**src/rtl/lut_cfg_pkg.sv**
```systemverilog
// Shared types and defaults for the LUT configuration loader.
package lut_cfg_pkg;

    // Loader sequencing states
    typedef enum logic [2:0] {
        IDLE  = 3'd0,
        LOAD  = 3'd1,
        CHECK = 3'd2,
        DONE  = 3'd3,
        ERR   = 3'd4
    } state_e;

    localparam int DEF_NUM_LUTS = 16;
    localparam int DEF_CFG_BITS = 4;
    localparam int DEF_WORD_W   = 8;

    // Number of stream words needed to carry 'total' config bits
    function automatic int calc_nwords(input int total, input int word_w);
        return (total + word_w - 1) / word_w;
    endfunction

endpackage

```
**src/rtl/lut_cfg_checksum.sv**
```systemverilog
// Running XOR accumulator over accepted configuration words.
// clr has priority over en; acc is the XOR of all words since the last clr.
module lut_cfg_checksum #(
    parameter int WORD_W = 8
) (
    input  logic              clk,
    input  logic              rst_n,
    input  logic              clr,
    input  logic              en,
    input  logic [WORD_W-1:0] din,
    output logic [WORD_W-1:0] acc
);

    logic [WORD_W-1:0] acc_q;
    logic [WORD_W-1:0] acc_d;

    // Next accumulator value: clear, fold in a word, or hold
    always_comb begin
        acc_d = acc_q;
        if (clr) begin
            acc_d = '0;
        end else if (en) begin
            acc_d = acc_q ^ din;
        end
    end

    // Accumulator register
    always_ff @(posedge clk or negedge rst_n) begin
        if (!rst_n) begin
            acc_q <= '0;
        end else begin
            acc_q <= acc_d;
        end
    end

    assign acc = acc_q;

endmodule

```
**src/rtl/lut_cfg_loader.sv**
```systemverilog
// LUT configuration loader: assembles stream words into a shadow register,
// verifies a trailing XOR checksum word and commits the whole configuration
// to cfg_out in a single edge. A failed load leaves cfg_out untouched.
// Optional macro LUT_CFG_READBACK_EN adds a combinational word readback port
// (rd_addr / rd_data) onto the committed configuration.
module lut_cfg_loader
    import lut_cfg_pkg::*;
#(
    parameter  int NUM_LUTS = DEF_NUM_LUTS,
    parameter  int CFG_BITS = DEF_CFG_BITS,
    parameter  int WORD_W   = DEF_WORD_W,
    localparam int TOTAL    = NUM_LUTS * CFG_BITS,
    localparam int NWORDS   = calc_nwords(TOTAL, WORD_W),
    localparam int AW       = (NWORDS > 1) ? $clog2(NWORDS) : 1
) (
    input  logic              clk,
    input  logic              rst_n,
    input  logic              start,
    input  logic              in_valid,
    input  logic [WORD_W-1:0] in_data,
    output logic              in_ready,
    output logic [TOTAL-1:0]  cfg_out,
    output logic              busy,
    output logic              done,
    output logic              err
`ifdef LUT_CFG_READBACK_EN
    ,
    input  logic [AW-1:0]     rd_addr,
    output logic [WORD_W-1:0] rd_data
`endif
);

    // Shadow spans whole words; bits above TOTAL are simply never committed
    localparam int SH_W = NWORDS * WORD_W;

    state_e            state_q, state_d;
    logic [SH_W-1:0]   shadow_q, shadow_d;
    logic [AW-1:0]     cnt_q, cnt_d;
    logic [TOTAL-1:0]  cfg_q, cfg_d;
    logic              in_ready_q, in_ready_d;
    logic              busy_q, busy_d;
    logic              done_q, done_d;
    logic              err_q, err_d;

    logic              xfer;
    logic              cks_clr;
    logic              cks_en;
    logic [WORD_W-1:0] cks_acc;

    lut_cfg_checksum #(
        .WORD_W (WORD_W)
    ) u_checksum (
        .clk   (clk),
        .rst_n (rst_n),
        .clr   (cks_clr),
        .en    (cks_en),
        .din   (in_data),
        .acc   (cks_acc)
    );

    // in_ready is a flop, so acceptance never depends combinationally on in_valid
    assign xfer = in_valid && in_ready_q;

    // Next-state and datapath update; start overrides any word on the same edge
    always_comb begin
        state_d  = state_q;
        shadow_d = shadow_q;
        cnt_d    = cnt_q;
        cfg_d    = cfg_q;
        done_d   = done_q;
        err_d    = err_q;
        cks_clr  = 1'b0;
        cks_en   = 1'b0;

        if (start) begin
            state_d  = LOAD;
            shadow_d = '0;
            cnt_d    = '0;
            done_d   = 1'b0;
            err_d    = 1'b0;
            cks_clr  = 1'b1;
        end else begin
            case (state_q)
                LOAD: begin
                    if (xfer) begin
                        for (int k = 0; k < NWORDS; k++) begin
                            if (cnt_q == AW'(k)) begin
                                shadow_d[k*WORD_W +: WORD_W] = in_data;
                            end
                        end
                        cnt_d  = cnt_q + 1'b1;
                        cks_en = 1'b1;
                        if (cnt_q == AW'(NWORDS - 1)) begin
                            state_d = CHECK;
                        end
                    end
                end
                CHECK: begin
                    if (xfer) begin
                        if (in_data == cks_acc) begin
                            cfg_d   = shadow_q[TOTAL-1:0];
                            state_d = DONE;
                            done_d  = 1'b1;
                        end else begin
                            state_d = ERR;
                            err_d   = 1'b1;
                        end
                    end
                end
                default: begin
                end
            endcase
        end

        in_ready_d = (state_d == LOAD) || (state_d == CHECK);
        busy_d     = (state_d == LOAD) || (state_d == CHECK);
    end

    // All loader state and registered outputs
    always_ff @(posedge clk or negedge rst_n) begin
        if (!rst_n) begin
            state_q    <= IDLE;
            shadow_q   <= '0;
            cnt_q      <= '0;
            cfg_q      <= '0;
            in_ready_q <= 1'b0;
            busy_q     <= 1'b0;
            done_q     <= 1'b0;
            err_q      <= 1'b0;
        end else begin
            state_q    <= state_d;
            shadow_q   <= shadow_d;
            cnt_q      <= cnt_d;
            cfg_q      <= cfg_d;
            in_ready_q <= in_ready_d;
            busy_q     <= busy_d;
            done_q     <= done_d;
            err_q      <= err_d;
        end
    end

    assign in_ready = in_ready_q;
    assign cfg_out  = cfg_q;
    assign busy     = busy_q;
    assign done     = done_q;
    assign err      = err_q;

`ifdef LUT_CFG_READBACK_EN
    logic [SH_W-1:0] cfg_pad;

    assign cfg_pad = SH_W'(cfg_q);

    // Word-indexed view of the committed config; unmatched addresses read 0
    always_comb begin
        rd_data = '0;
        for (int k = 0; k < NWORDS; k++) begin
            if (rd_addr == AW'(k)) begin
                rd_data = cfg_pad[k*WORD_W +: WORD_W];
            end
        end
    end
`endif

endmodule
```
**config.mk**
```make
export PLATFORM = sky130hd
export DESIGN_NAME = lut_cfg_loader
export DESIGN_NICKNAME = d
export VERILOG_FILES = /design/src/rtl/lut_cfg_pkg.sv /design/src/rtl/lut_cfg_checksum.sv /design/src/rtl/lut_cfg_loader.sv
export SDC_FILE = /design/constraint.sdc
export NUM_CORES = 1
export LEC_CHECK = 0
export CORE_AREA = 5 5 124 97
export CTS_BUF_LIST = sky130_fd_sc_hd__clkbuf_8
export DETAILED_ROUTE_END_ITERATION = 8
export DIE_AREA = 0 0 129 102
export GPL_ROUTABILITY_DRIVEN = 1
export GPL_TIMING_DRIVEN = 0
export PLACE_DENSITY = 0.86
export SYNTH_ARGS = -nofsm -noshare
export SYNTH_HDL_FRONTEND = slang
export SYNTH_HIERARCHICAL = 1
export SYNTH_SLANG_ARGS = --single-unit
```
**constraint.sdc**
```tcl
create_clock -name clk -period 4.85 [get_ports clk]
set_input_delay 1.2125 -clock clk [delete_from_list [all_inputs] [get_ports clk]]
set_output_delay 1.2125 -clock clk [all_outputs]
set_load 0.05 [all_outputs]
```
======== Yosys cells after proc, flatten, opt, wreduce, memory -nomap -nowiden ========
Index checks and enable logic that the tools add are counted.
storage, ports and cells
  bits in registers ....................... 145
  input bits .............................. 12
  output and inout bits ................... 68
  logic and storage cells ................. 93
operators by class
  add/subtract/negate cells ............... 1
  equality and inequality tests ........... 13
  muxes and demuxes ....................... 34
  bitwise logic cells ..................... 2
  reductions and logical operators ........ 28
operator list
  operator                                                                count
  64-bit two-way mux                                                      3
  8-bit two-way mux                                                       10
  3-bit AND reduction                                                     10
  2-bit nonzero test                                                      13
  3-bit two-way mux                                                       8
  3-bit by 2-bit equality test with 1-bit output (second input constant)  4
  3-bit equality test (second input constant)                             4
  1-bit two-way mux                                                       12
  3-bit by 1-bit equality test with 1-bit output (second input constant)  3
  8-bit equality test                                                     1
  8-bit XOR                                                               1
  3-bit one-hot mux with 2 select lines                                   1
  4-bit AND reduction                                                     1
  3-bit by 1-bit adder with 3-bit output (second input constant)          1
  3-bit logical NOT                                                       1
  2-bit inequality test (second input constant)                           1
  2-bit AND reduction                                                     1
  1-bit logical AND                                                       1
  1-bit logical OR                                                        1
  1-bit NOT                                                               1

======== Longest topological paths before layout ========
Gate-level depths: netlist of the first run.
  word-level depth ........................ 7
  gate-level depth with buffers ........... 7
  gate-level depth less buffers ........... 6

======== Modules after synthesis ========
The synthesis of the first run kept the hierarchy.
modules (own cells, without submodules)
  module            times used  cells each  area an instance (µm²)
  lut_cfg_loader    1           426         6053.3
  lut_cfg_checksum  1           35          406.6

======== Least setup slack after synthesis of the first run ========
OpenSTA, ideal clock, no wires.
  path type ............................... input to register
  from .................................... input port in_data[4]
  to ...................................... register cfg_q[0] (netlist: cfg_out[0])
  library setup time ...................... 0.125 ns
  arrival time ............................ 2.465 ns
  required time ........................... 4.725 ns
  setup slack ............................. 2.260 ns
  stages on the path ...................... 7
  path buffers ............................ 3
  cell sequence ........................... buf_4 xnor2_1 and4_4 nand4b_2 buf_6 buf_12 mux2_4
between the ends
  longest elaborated chain between the ends .. 2
RTL lines
  element                               line                   source
  start: declaration                    lut_cfg_loader.sv:20   input logic [WORD_W-1:0] in_data,
  8-bit equality test                   lut_cfg_loader.sv:100  if (in_data == cks_acc) begin
  4-bit AND reduction (no source line)  -
  end signal: assignment                lut_cfg_loader.sv:134  cfg_q <= cfg_d;
  end: declaration                      lut_cfg_loader.sv:39   logic [TOTAL-1:0] cfg_q, cfg_d;
No other way between the ends.
A chain may end at the register's enable or synchronous reset.

==> results.cfg, run 1 <==
[status]
status = completed

[finish]
ff_latch_area_um2 = 3630
syn2layout_area_growth_pct = 21.4
antennaDiodeCount = 0
multi_input_comb_area_um2 = 2510
fin_nets = 578
layout_common_cells = dfrtp_1 (145), clkdlybuf4s50_1 (78), nor2_1 (72), mux2i_1 (64), mux2_4 (60)
drive_gt1_frac = 0.222
final_cell_area_um2 = 7850
layout_commonest_cell = dfrtp_1
n_fill_cell = 713

[drt]
first_pass_iters = 4
wl_met2_um = 6410
drc_errors = 0
antenna_left = 0
vias_per_cell = 5.50
postRouteWirelength_um = 13600
drt_iter0_markers = 247
maxUsedRoutingLayer = met4
wl_per_cell_um = 19.1
vias = 3916
met1_length_um = 6190
route.met3.wl_um = 874

[global_routing]
globalRoute.totalOverflow = 0
grt_max_degree = 77
grt_pass1_vias = 4151
grt_pass1_wl_um = 22200
antenna_found_initial = 0
grt_usage = 0.221

[floorplan]
fp.dieW_um = 129
die_y_um = 102
initial_core_util = 0.606
dieArea_um2 = 13200
core-area_um2 = 10700
num_io_pins = 80
std_cell_rows = 33

[timing]
worst_clock_skew_ps = 8.13
finalHoldViolations = 0
fmax_mhz = 323
final.min_clock_period_ps = 3100
period_share = 0.638
finalSetupViolations = 0
slew_violations = 0
rsz0062_at_grt = false
slew_headroom = 0.489
tightest_slew_ps = 761
finalSetupTns_ps = 0

[logic_synthesis]
async_reset_ff_frac = 1.00
synth_fa_ha_area_frac = 0.0116
yosys_warnings = 6
yosys.cell_types.count = 38
synth_top_family_by_area = multiplexers
synth_edf_count = 0
synth_xor_area_frac = 0.0122
yosys.area_share.simple = 0.0868
synth_top_area_frac = 0.562
synth_area_um2 = 6460
synth_mux_area_frac = 0.246
ys_seq_elements = 145
synthCells = 461
yosys.area.top_type = dfrtp_1
synth-compound-area-share = 0.0322
synth_area_leaders = dfrtp_1 (56%), mux2_4 (14%), mux2i_1 (9.9%)
yosysSeqAreaShare = 0.562
synth.avg_cell_area_um2 = 14.0
synth_ff_type = dfrtp_1
postSynthNetCount = 479

[place]
hpwl_um = 9340
globalplace.congestion = 0.810
portBuffers = 79
placed_area_um2 = 7450

[power]
ir_drop_mv = 0.220
total_power_mw = 2.38
power_frac_clock = 0.392
p_sw_mw = 0.587
seqPwrFrac = 0.525
powerDensity_nw_per_um2 = 304
switching_share = 0.246
cellLeakagePower_nw = 3.85
comb_power_share = 0.083
p_int_mw = 1.80

[clock_tree]
cts_tree = built
clockRootBuffer = clkbuf_8
clkTransAtPathRegs_ps = 70
post-cts-setup-buffers = 0
clk_latency_ps = 440
cts_resized = 0
numCtsBuffers = 17
clock_path_buffers = 2
htree_levels = 4
postCtsHoldBufs = 0
clkSinkCount = 145

[setup_path]
reg2reg_slack_ps = 2720
path_buf_inv = 2
crit_slowest_cell = clkdlybuf4s50_1
endpoint_kind = primary output
max_stage_delay_ps = 790
reg2reg_to = shadow_q[16]
cp_max_fo = 6
regToRegStartpoint = cnt_q[0]
cp_cell_sequence = buf_4, clkdlybuf4s50_1
crit_required_ps = 3640
critPathTopFamily = buffers and inverters
crit_type = register to primary output
start_kind = register
cp.arrival_ps = 1880
r2r_cells = 6

[min_path]
hold_start = shadow_q[60]
hp-class = register to register
min_path_cells = 1
whs_endpoint = cfg_out[60]

[flow_run]
cap_violations = 0
[cell families after synthesis]
| group | Yosys count |
|---|---|
| adder cells (fa/ha/maj) | 6 |
| multiplexers | 128 |
| buffers and inverters | 37 |
| AO/OA/AOI/OAI | 31 |
| XOR/XNOR | 9 |
| flip-flops | 145 |
| AND/OR/NAND/NOR | 105 |
[power groups by stage]
stage	sequential [mW]	combinational, mW	clock [mW]
2_1_floorplan	1.27	0.122	0
3_3_place_gp	1.27	0.184	0
3_5_place_dp	1.28	0.199	0
4_1_cts	1.25	0.200	0.945
5_1_grt	1.26	0.218	0.997
6_report	1.25	0.198	0.934
[layer usage]
layer	global-route usage	up-vias
met1	0.308	1989
met2	0.345	116
li1	-	1793
met4	0.0694	0
met3	0.0580	18
met5	0	-
[Yosys cell counts, types with 3 or more instances]
cell / n
mux2_1: 4
nor2_1: 72
buf_2: 3
nand3b_1: 8
a21oi_1: 14
a21bo_2: 6
o21ai_0: 3
buf_6: 10
nand2_1: 5
mux2_4: 60
inv_1: 4
ha_1: 6
xnor2_1: 9
buf_12: 6
dfrtp_1: 145
mux2i_1: 64
clkbuf_1: 9
[worst max-delay path by stage]
stage	start	to	slack [ps]	cells after the start
after global placement	rst_n	shadow_q[37]	-2810	1
after floorplan	in_data[4]	cfg_out[0]	2260	7
after CTS	busy	in_ready	1740	2
final	busy	in_ready	1750	2
after detailed placement	in_data[3]	cfg_out[2]	1540	8
after global routing	busy	in_ready	1680	2
[final cells by class]
cell class,count,area share
Buffer,31,0.0383
Clock buffer,20,0.0351
Clock inverter,11,0.0147
Inverter,6,0.00287
Multi-Input combinational cell,279,0.320
Sequential cell,145,0.463
Tap cell,140,0.0223
Timing Repair Buffer,80,0.104
[metrics by stage]
| step | utilization | cells | setup slack, ps | hold slack (ps) |
|---|---|---|---|---|
| floorplan | - | 461 | 2260 | 458 |
| global placement | 0.697 | 680 | -2810 | 466 |
| detailed placement | 0.700 | 681 | 1540 | 484 |
| CTS | 0.736 | 712 | 1740 | 492 |
| global route | 0.736 | 712 | 1680 | 501 |
| finish | 0.736 | 712 | 1750 | 501 |
[flip-flops by register name, summed over array words and instances (netlist names)]
signal,count
cnt_q,3
state_q,3
busy,1
err,1
u_checksum/acc,8
done,1
shadow_q,64
cfg_out,64
No activity file was read; power rests on OpenSTA's default activity.
==> inputs of run 2 (changes only) <==
- CORE_AREA: 5 5 124 97 -> 5 5 135 105
- DIE_AREA: 0 0 129 102 -> 0 0 140 110
- PLACE_DENSITY: 0.86 -> 0.77
- clock period: 4.85 -> 2.7 ns (I/O delays scaled with it)
==> run 2 against run 1 <==
  * Clock power up 97%
  * Clock skew rose by 3.1 ps
  * Final area rose by 0.93%
  * Core utilization shrank 11 points
  * Worst setup slack worse by 1600 ps
  * Worst hold slack got worse by 310 ps
  * Flip-flop and latch count is the same
  * Largest cell class unchanged
  * Highest routed layer unchanged
==> results.cfg, run 2 (same netlist as run 1, synthesis figures left out) <==
[power]
powerDensity_nw_per_um2 = 560
ir_drop_mv = 0.376
cellLeakagePower_nw = 3.86
seqPwrFrac = 0.507
power_frac_clock = 0.414
p_int_mw = 3.35
comb_power_share = 0.079
p_sw_mw = 1.09
switching_share = 0.245
total_power_mw = 4.44

[clock_tree]
htree_levels = 4
cts_resized = 0
cts_tree = built
clockRootBuffer = clkbuf_8
clk_latency_ps = 440
numCtsBuffers = 17
clkTransAtPathRegs_ps = 80
post-cts-setup-buffers = 0
postCtsHoldBufs = 0
clkSinkCount = 145
clock_path_buffers = 2

[setup_path]
path_buf_inv = 2
cp.arrival_ps = 1910
worstSetupStartpoint = busy
start_kind = register
crit_required_ps = 2030
cp_cell_sequence = buf_4, clkdlybuf4s50_1
critPathTopFamily = buffers and inverters
endpoint_kind = primary output
max_stage_delay_ps = 790
crit_type = register to primary output
regToRegStartpoint = cnt_q[0]
crit_slowest_cell = clkdlybuf4s50_1
cp_max_fo = 6

[finish]
layout_commonest_cell = dfrtp_1
syn2layout_area_growth_pct = 22.6
drive_gt1_frac = 0.222
fin_nets = 578
antennaDiodeCount = 0
layout_common_cells = dfrtp_1 (145), clkdlybuf4s50_1 (78), nor2_1 (72), mux2i_1 (64), mux2_4 (60)
instances_no_fill = 743

[place]
hpwl_um = 9190
globalplace.congestion = 0.824
dp.cells = 712
portBuffers = 79

[drt]
wl_per_cell_um = 18.5
drt_iter0_markers = 242
vias = 3868
antenna_left = 0
first_pass_iters = 4
drc_errors = 0
vias_per_cell = 5.21
postRouteWirelength_um = 13700

[global_routing]
grt_usage = 0.186
grt_max_degree = 88
globalRoute.totalOverflow = 0
antenna_found_initial = 0
grt_pass1_vias = 4125
grt_pass1_wl_um = 22300

[flow_run]
cap_violations = 0

[floorplan]
initial_core_util = 0.509
fp.dieW_um = 140
die_y_um = 110
dieArea_um2 = 15400
std_cell_rows = 36
num_io_pins = 80
core-area_um2 = 12700

[timing]
slew_headroom = 0.498
tightest_slew_ps = 747
slew_violations = 0
fmax_mhz = 387
finalHoldViolations = 0
final.min_clock_period_ps = 2580
finalSetupViolations = 0
rsz0062_at_grt = false
period_share = 0.956
worst_clock_skew_ps = 11.2

[min_path]
hp-class = input port to async pin

[status]
status = completed
## run 2: cell count changes in the layout (fill, tap and decap cells not counted), sizes merged
cell / change
bufinv: +2
clkinvlp: +1
clkbuf: -3
inv: +2
clkinv: -2
## run 2: power by group through the flow
| stage | combinational (mW) | clock (mW) | sequential, mW |
|---|---|---|---|
| finish | 0.350 | 1.84 | 2.25 |
| global route | 0.388 | 1.97 | 2.26 |
| CTS | 0.354 | 1.86 | 2.25 |
| detailed placement | 0.352 | 0 | 2.29 |
| global placement | 0.335 | 0 | 2.29 |
| floorplan | 0.219 | 0 | 2.28 |
## run 2: worst paths after layout
| kind | slack, ps | cells past startpoint | endpoint |
|---|---|---|---|
| setup reg to reg | 720 | 6 | shadow_q[52] |
| setup / recovery | 120 | 2 | in_ready |
| hold / removal | 190 | 1 | cfg_out[50] |
| max in group asynchronous | 1700 | 2 | shadow_q[38] |
| hold reg to reg | 490 | 1 | cfg_out[62] |
| min in group clk | 490 | 1 | cfg_out[62] |
## run 2: cell type report
| cell class | count | area [um^2] |
|---|---|---|
| timing repair buffer | 80 | 820 |
| multi-input combinational | 279 | 2510 |
| clock inverter | 14 | 190 |
| clock buffer | 17 | 234 |
| inverter | 6 | 22.5 |
| buffer | 31 | 300 |
| tap | 171 | 214 |
| sequential | 145 | 3630 |
| fill | 966 | 4780 |
## run 2: routing by layer
| metal | up-vias | share of wire | global-route usage |
|---|---|---|---|
| li1 | 1780 | - | - |
| met1 | 1965 | 0.48 | 0.262 |
| met2 | 110 | 0.45 | 0.292 |
| met3 | 13 | 0.059 | 0.0517 |
| met4 | 0 | 0.010 | 0.0422 |
| met5 | - | 0 | 0 |
## run 2: stage by stage
stage	utilization	setup TNS (ps)	setup slack [ps]	hold WS [ps]	instance area, um^2
6_report	0.623	0	119	191	7920
5_1_grt	0.623	0	66.3	209	7920
4_1_cts	0.623	0	112	203	7920
3_5_place_dp	0.590	-4320	-81.2	480	7490
3_3_place_gp	0.588	-659870	-4550	466	7460
2_1_floorplan	-	0	647	379	6460
==> inputs of run 3 (changes only) <==
- CELL_PAD_IN_SITES_DETAIL_PLACEMENT: unset -> 0
- CELL_PAD_IN_SITES_GLOBAL_PLACEMENT: unset -> 2
- CORE_AREA: 5 5 135 105 -> 5 5 161 125
- DIE_AREA: 0 0 140 110 -> 0 0 166 130
- PLACE_DENSITY: 0.77 -> unset
- PLACE_DENSITY_LB_ADDON: unset -> 0.1
==> run 3 against run 2 <==
  * Core utilization decreased by 18 points
  * Largest cell class unchanged
  * Worst hold slack improved by 20 ps
  * Via count decreased by 2.7%
  * Largest power group unchanged
==> results.cfg, run 3 (same netlist as run 1, synthesis figures left out) <==
[clock_tree]
post-cts-setup-buffers = 0
clkSinkCount = 145
clkTransAtPathRegs_ps = 80
postCtsHoldBufs = 0
clock_path_buffers = 2
clk_latency_ps = 440
htree_levels = 4
cts_tree = built
numCtsBuffers = 17
clockRootBuffer = clkbuf_8
cts_resized = 0

[power]
cellLeakagePower_nw = 3.86
powerDensity_nw_per_um2 = 544
switching_share = 0.245
seqPwrFrac = 0.517
p_sw_mw = 1.07
power_frac_clock = 0.401
comb_power_share = 0.082
p_int_mw = 3.28
ir_drop_mv = 0.233

[global_routing]
grt_pass1_vias = 3978
grt_usage = 0.141
globalRoute.totalOverflow = 0
grt_max_degree = 84
use_met1 = 0.202
grt_pass1_wl_um = 23300
antenna_found_initial = 0
grt-busiest-layer = met2
grt_util_met2 = 0.211
use_met3 = 0.0348

[finish]
drive_gt1_frac = 0.224
layout_commonest_cell = dfrtp_1
antennaDiodeCount = 0
syn2layout_area_growth_pct = 23.8
postLayoutCoreUtil = 0.438
layout_common_cells = dfrtp_1 (145), clkdlybuf4s50_1 (78), nor2_1 (72), mux2i_1 (64), mux2_4 (60)
fin_nets = 578
final_cell_area_um2 = 8000

[drt]
drt_iter0_markers = 163
postRouteWirelength_um = 14600
vias_per_cell = 4.59
wl_per_cell_um = 17.9
drc_errors = 0
first_pass_iters = 4
vias = 3763
antenna_left = 0

[setup_path]
crit_type = register to primary output
reg2reg_slack_ps = 660
r2r_cells = 6
cp_max_fo = 6
reg2reg_to = shadow_q[55]
endpoint_kind = primary output
start_kind = register
cp.arrival_ps = 1830
crit_required_ps = 2030
regToRegStartpoint = cnt_q[0]

[floorplan]
num_io_pins = 80
die_y_um = 130
initial_core_util = 0.354
std_cell_rows = 43
core-area_um2 = 18200
dieArea_um2 = 21600
fp.dieW_um = 166

[place]
portBuffers = 79
globalplace.congestion = 0.696
hpwl_um = 9510
placed_area_um2 = 7590

[timing]
slew_violations = 0
finalSetupViolations = 0
period_share = 0.929
fmax_mhz = 399
final.min_clock_period_ps = 2510
rsz0062_at_grt = false
slew_headroom = 0.449
tightest_slew_ps = 820
worst_clock_skew_ps = 14.1
finalHoldViolations = 0

[status]
status = completed

[flow_run]
cap_violations = 0

[min_path]
hp-class = input port to async pin
run 3: stage by stage:
stage | setup WS (ps) | total power, mW | instances | setup TNS, ps | hold WS, ps
after floorplan | 647 | 2.50 | 461 | 0 | 379
after global placement | -5000 | 2.65 | 787 | -727400 | 467
after detailed placement | -87.6 | 2.66 | 788 | -4760 | 469
after CTS | 140 | 4.43 | 819 | 0 | 210
after global routing | 86.8 | 4.54 | 819 | 0 | 236
final | 191 | 4.35 | 819 | 0 | 211
run 3: layout make-up:
type | instances | area [um^2]
timing repair buffer | 80 | 820
inverter | 6 | 22.5
fill | 1660 | 10200
buffer | 31 | 300
tap | 247 | 309
clock inverter | 9 | 106
sequential | 145 | 3630
clock buffer | 22 | 303
multi-input combinational | 279 | 2510
run 3: per-layer routing:
| layer | share of wire | routed length [um] |
|---|---|---|
| met1 | 0.51 | 7530 |
| met2 | 0.43 | 6280 |
| met3 | 0.043 | 626 |
| met4 | 0.014 | 211 |
| met5 | 0 | 0 |
run 3: power by group through the flow:
stage	Combinational, mW	Clock (mW)	Sequential (mW)
6_report	0.357	1.75	2.25
4_1_cts	0.366	1.81	2.25
5_1_grt	0.398	1.89	2.25
2_1_floorplan	0.219	0	2.28
3_5_place_dp	0.365	0	2.29
3_3_place_gp	0.356	0	2.29
run 3: worst max-delay path by stage:
stage                from           endpoint
2_1_floorplan  in_data[4]         cfg_out[0]
4_1_cts              busy           in_ready
6_report             busy           in_ready
3_3_place_gp        rst_n  u_checksum/acc[1]
5_1_grt              busy           in_ready
3_5_place_dp   in_data[2]        cfg_out[63]
run 3: critical path, cell delays in order, from the launching register on:
cell	delay, ps
dfrtp_1	470
buf_4	150
clkdlybuf4s50_1	780
